==> config.mk <==
export PLATFORM = sky130hd
export DESIGN_NAME = mem_port
export DESIGN_NICKNAME = d
export VERILOG_FILES = /design/src/rtl/mem_port.sv
export SDC_FILE = /design/constraint.sdc
export NUM_CORES = 1
export LEC_CHECK = 0
export CAP_MARGIN = 15
export CORE_ASPECT_RATIO = 1.5
export CORE_UTILIZATION = 40
export CTS_CLUSTER_SIZE = 20
export DETAILED_ROUTE_END_ITERATION = 10
export GPL_TIMING_DRIVEN = 0
export HOLD_SLACK_MARGIN = 0.15
export PLACE_DENSITY = 0.82
export RECOVER_POWER = 25
export SETUP_SLACK_MARGIN = 0.4
export SLEW_MARGIN = 25
export SYNTH_ARGS = -nofsm -noshare
export SYNTH_HDL_FRONTEND = slang
export SYNTH_SLANG_ARGS = --single-unit
==> constraint.sdc <==
create_clock -name clk -period 1.97 [get_ports clk]
set_input_delay 0.197 -clock clk [delete_from_list [all_inputs] [get_ports clk]]
set_output_delay 0.197 -clock clk [all_outputs]
set_load 0.02 [all_outputs]
==> src/rtl/mem_port.sv <==
// Memory port: one outstanding bus access at a time, with a sticky fault flag.
// Optional access timeout is enabled by defining MEM_PORT_TIMEOUT_EN.
module mem_port #(
  parameter int unsigned TIMEOUT = 255
) (
  input  logic        clk,
  input  logic        rst_n,
  input  logic        mem_rd,
  input  logic        mem_wr,
  input  logic        ior_d,
  input  logic        ir_wr,
  input  logic [31:0] pc,
  input  logic [31:0] alu_out,
  input  logic [31:0] wr_data,
  output logic        bus_req,
  output logic        bus_we,
  output logic [31:0] bus_addr,
  output logic [31:0] bus_wdata,
  input  logic [31:0] bus_rdata,
  input  logic        bus_ack,
  output logic        busy,
  output logic [31:0] ir,
  output logic [31:0] mdr,
  output logic [5:0]  op,
  output logic [5:0]  func,
  output logic        fault
);

  if (TIMEOUT < 1 || TIMEOUT > 255) begin : g_bad_timeout
    $error("mem_port: TIMEOUT must be in 1..255");
  end

  typedef enum logic [0:0] {StIdle, StAccess} state_e;

  state_e      state_q, state_d;
  logic [31:0] eff_addr;
  logic        cmd_any, cmd_valid, cmd_bad;
  logic        accept, complete, timeout_hit;
  logic        we_q, dst_ir_q, fault_q;
  logic [31:0] addr_q, wdata_q, ir_q, mdr_q;

  assign eff_addr  = ior_d ? alu_out : pc;
  assign cmd_any   = mem_rd | mem_wr;
  assign cmd_valid = (mem_rd ^ mem_wr) && (eff_addr[1:0] == 2'b00);
  assign cmd_bad   = cmd_any && !cmd_valid;
  assign accept    = (state_q == StIdle) && cmd_valid;
  assign complete  = (state_q == StAccess) && bus_ack;

`ifdef MEM_PORT_TIMEOUT_EN
  logic [7:0] cnt_q;

  // Held at zero while idle, so every access starts counting from zero.
  always_ff @(posedge clk or negedge rst_n) begin
    if (!rst_n) begin
      cnt_q <= 8'd0;
    end else if (state_q != StAccess) begin
      cnt_q <= 8'd0;
    end else if (!bus_ack) begin
      cnt_q <= cnt_q + 8'd1;
    end
  end

  // Abort in the cycle the count would reach TIMEOUT: bus_req spans TIMEOUT cycles.
  assign timeout_hit = (state_q == StAccess) && !bus_ack && (cnt_q == 8'(TIMEOUT - 1));
`else
  assign timeout_hit = 1'b0;
`endif

  // State register
  always_ff @(posedge clk or negedge rst_n) begin
    if (!rst_n) begin
      state_q <= StIdle;
    end else begin
      state_q <= state_d;
    end
  end

  // Next-state logic
  always_comb begin
    state_d = state_q;
    unique case (state_q)
      StIdle:   if (cmd_valid) state_d = StAccess;
      StAccess: if (bus_ack || timeout_hit) state_d = StIdle;
      default:  state_d = StIdle;
    endcase
  end

  // Output logic
  always_comb begin
    bus_req = 1'b0;
    bus_we  = 1'b0;
    busy    = 1'b0;
    unique case (state_q)
      StIdle: busy = cmd_valid;
      StAccess: begin
        bus_req = 1'b1;
        bus_we  = we_q;
        busy    = !bus_ack && !timeout_hit;
      end
      default: ;
    endcase
  end

  always_ff @(posedge clk or negedge rst_n) begin
    if (!rst_n) begin
      addr_q   <= 32'd0;
      wdata_q  <= 32'd0;
      we_q     <= 1'b0;
      dst_ir_q <= 1'b0;
      ir_q     <= 32'd0;
      mdr_q    <= 32'd0;
      fault_q  <= 1'b0;
    end else begin
      if (accept) begin
        addr_q   <= eff_addr;
        wdata_q  <= wr_data;
        we_q     <= mem_wr;
        dst_ir_q <= ir_wr;
      end
      if (complete && !we_q) begin
        if (dst_ir_q) ir_q <= bus_rdata;
        else          mdr_q <= bus_rdata;
      end
      if (((state_q == StIdle) && cmd_bad) || timeout_hit) begin
        fault_q <= 1'b1;
      end
    end
  end

  assign bus_addr  = addr_q;
  assign bus_wdata = wdata_q;
  assign ir        = ir_q;
  assign mdr       = mdr_q;
  assign op        = ir_q[31:26];
  assign func      = ir_q[5:0];
  assign fault     = fault_q;

endmodule

==> flow_metrics.tcl <==
set metrics [dict create \
    status "finished clean" \
    synth.area.top_cells "dfrtp_1, mux2_1, mux2_2, buf_4, buf_2" \
    relSlewSlack_pct 52.23 \
    start_kind "input pin" \
    final_core_util_pct 71.84 \
    dp_hpwl_mm 11.56 \
    rows 51 \
    worstPathMaxFanout 2 \
    setup_viol 0 \
    fp.dieW_um 96.70 \
    vias_per_cell 4.920 \
    synth_flop_cell "dfrtp_1" \
    synthTopCellsByCount "dfrtp_1, mux2_1, mux2_2" \
    fmax_mhz 597.8 \
    min_period_ps 1673 \
    cts_root_buf "clkbuf_16" \
    required_ps 1770 \
    synthesis.area_um2 5380 \
    worst-setup-path-type "in2out" \
    finClkSkew_ps 8.361 \
    grt_max_degree 73 \
    peakVddDrop_uv 716.8 \
    synth_nets 471 \
    wl_per_cell_um 19.32 \
    slew_violations 0 \
    rsz0062_at_grt "yes" \
    synth.most_common_cell "dfrtp_1" \
    critical_path.top_delay_family "buffers and inverters" \
    die_area_um2 13930 \
    critPathArrivalTime_ps 1480 \
    endpoint_kind "output pin" \
    yosysWarnings 0 \
    die_y_um 144.0 \
    synth.distinct_cells 20 \
    hp-class "in2reg" \
    synth_cells 335 \
    cts_buffer_depth 2 \
    yosysSeqAreaShare_pct 61.40 \
    cts_sinks 132 \
    async_flop_share_pct 100.0 \
    drt_iter0_drc 68 \
    num_io_pins 279 \
    timing.final.crit_share_pct 84.91 \
    grt_pass1_wl_mm 23.60 \
    synth_top_area_share_pct 61.40 \
    avgSynthCellArea_um2 16.06 \
    ant_nets 0 \
    holdWs_ps 213.2 \
    cpMostUsedCell "buf_6" \
    antenna_cells 0 \
    cts_max_level 4 \
    synth_edf_count 0 \
    io_buffer_count 278 \
    antenna_found_initial 0 \
    clk_latency_ps 400 \
    core_area_um2 13080 \
    cts_buffers 17 \
    fin_nets 789 \
    cts.clk_slew.worst_paths_ps 50 \
    drc 0 \
    worst_pin_slew_ps 716.5 \
    grt_pass1_vias 4427 \
    final_layout_size_suffix_gt1_share_pct 21.50 \
    power_leakage_nw 4.709 \
    grt_overflow 0 \
    crit_chain "clkdlybuf4s50_1 > nor3_1 > o211ai_1 > buf_6 > buf_12 > o21ai_4 > buf_6" \
    max_stage_delay_ps 400 \
    ys_ff_latch 132 \
    start_util_pct 41.13 \
    place.gp.congestion 0.7506 \
    routed_wl_mm 15.92 \
    powerDensity_nw_per_um2 1352 \
    hold_violations 0 \
    cts_tree "yes" \
    grt.total_usage_pct 22.11 \
    cap_violations 0 \
    critical-path-slowest-cell "clkdlybuf4s50_1" \
    syn_to_final_growth_pct 74.67 \
    crit_buf_inv 4 \
    synth_top_cell_by_area "dfrtp_1" \
    first_pass_iters 4 \
    vias 4054 \
]
## metal layers
metal	vias to the layer above	track usage, %	wire, µm
met5	-	0	0
met4	0	10.53	505
met3	38	7.008	1027
met2	202	41.07	8918
met1	2001	22.39	5465
li1	1813	-	-
## cell type report
cell class,instances,area (µm²)
plain buffers,28,287.8
clock buffers,20,456.7
clock inverters,11,151.4
fillers,906,3684
inverters,3,11.26
multi-input cells,172,2006
flip-flops and latches,132,3304
well taps,159,198.9
repair buffers,299,2982
## path summary, 6_finish.rpt
path	slack, ps	endpoint	startpoint	cells past startpoint
max	300	busy	pc[1]	7
max reg2reg	370	bus_wdata[15]	state_q	7
min reg2reg	480	fault	fault	1
min	210	we_q	mem_wr	2
max in group asynchronous	890	bus_addr[14]	rst_n	3
min in group asynchronous	350	mdr[11]	rst_n	2
## power breakdown
group | internal (mW) | total (mW) | switching [mW] | leakage, nW
sequential | 3.80 | 4.38 | 0.581 | 1.60
combinational | 2.47 | 5.10 | 2.64 | 2.82
clock | 2.06 | 3.22 | 1.16 | 0.296
## placed cells by master (no fill, tap or decap), types with 4 or more instances in the layout
master           netlist  routed
dfrtp_1              132     131
clkdlybuf4s50_1        0     130
dlygate4sd2_1          0     116
mux2_1               124     100
mux2_2                34      34
dlymetal6s2s_1         0      29
buf_4                 13      25
mux2_4                 0      24
clkbuf_16              0      19
buf_6                  2       8
buf_12                 0       6
buf_8                  0       4
clkinv_4               0       4
## cell families (layout without fill, tap and decap cells)
logic type / after synthesis / in the layout / synth area share (%)
compound gates: 4 / 4 / 0.5580
flops: 132 / 132 / 61.40
buf+inv: 31 / 361 / 3.581
simple gates: 9 / 9 / 1.163
mux: 158 / 158 / 33.07
fa+ha+maj: 1 / 1 / 0.2325
## repair_timing
action	in CTS	in global routing
pin swaps	3	2
buffers inserted	9	6
gates resized for setup	149	83
cloned	1	3
hold buffers	1	0
endpoints found under the hold margin	60	0
endpoints found under the setup margin	197	143
## state kept, by name, summed over array words and instances (netlist names)
signal,cells
dst_ir_q,1
we_q,1
bus_wdata,32
fault,1
ir,32
bus_addr,32
state_q,1
mdr,32
## metrics by stage
| step | std cells | total power, mW | area (µm²) | TNS (ps) | worst slack (ps) |
|---|---|---|---|---|---|
| final | 824 | 12.70 | 9398 | 0 | 297.2 |
| after global routing | 824 | 13.31 | 9398 | 0 | 260.4 |
| after CTS | 815 | 12.68 | 9054 | 0 | 296.4 |
| after detailed placement | 773 | 10.05 | 8394 | -6992 | -635.3 |
| after global placement | 772 | 9.831 | 8362 | -572260 | -4310 |
| after floorplan | 335 | 6.891 | 5380 | 0 | 445.7 |
No activity file was read; power rests on OpenSTA's default activity.
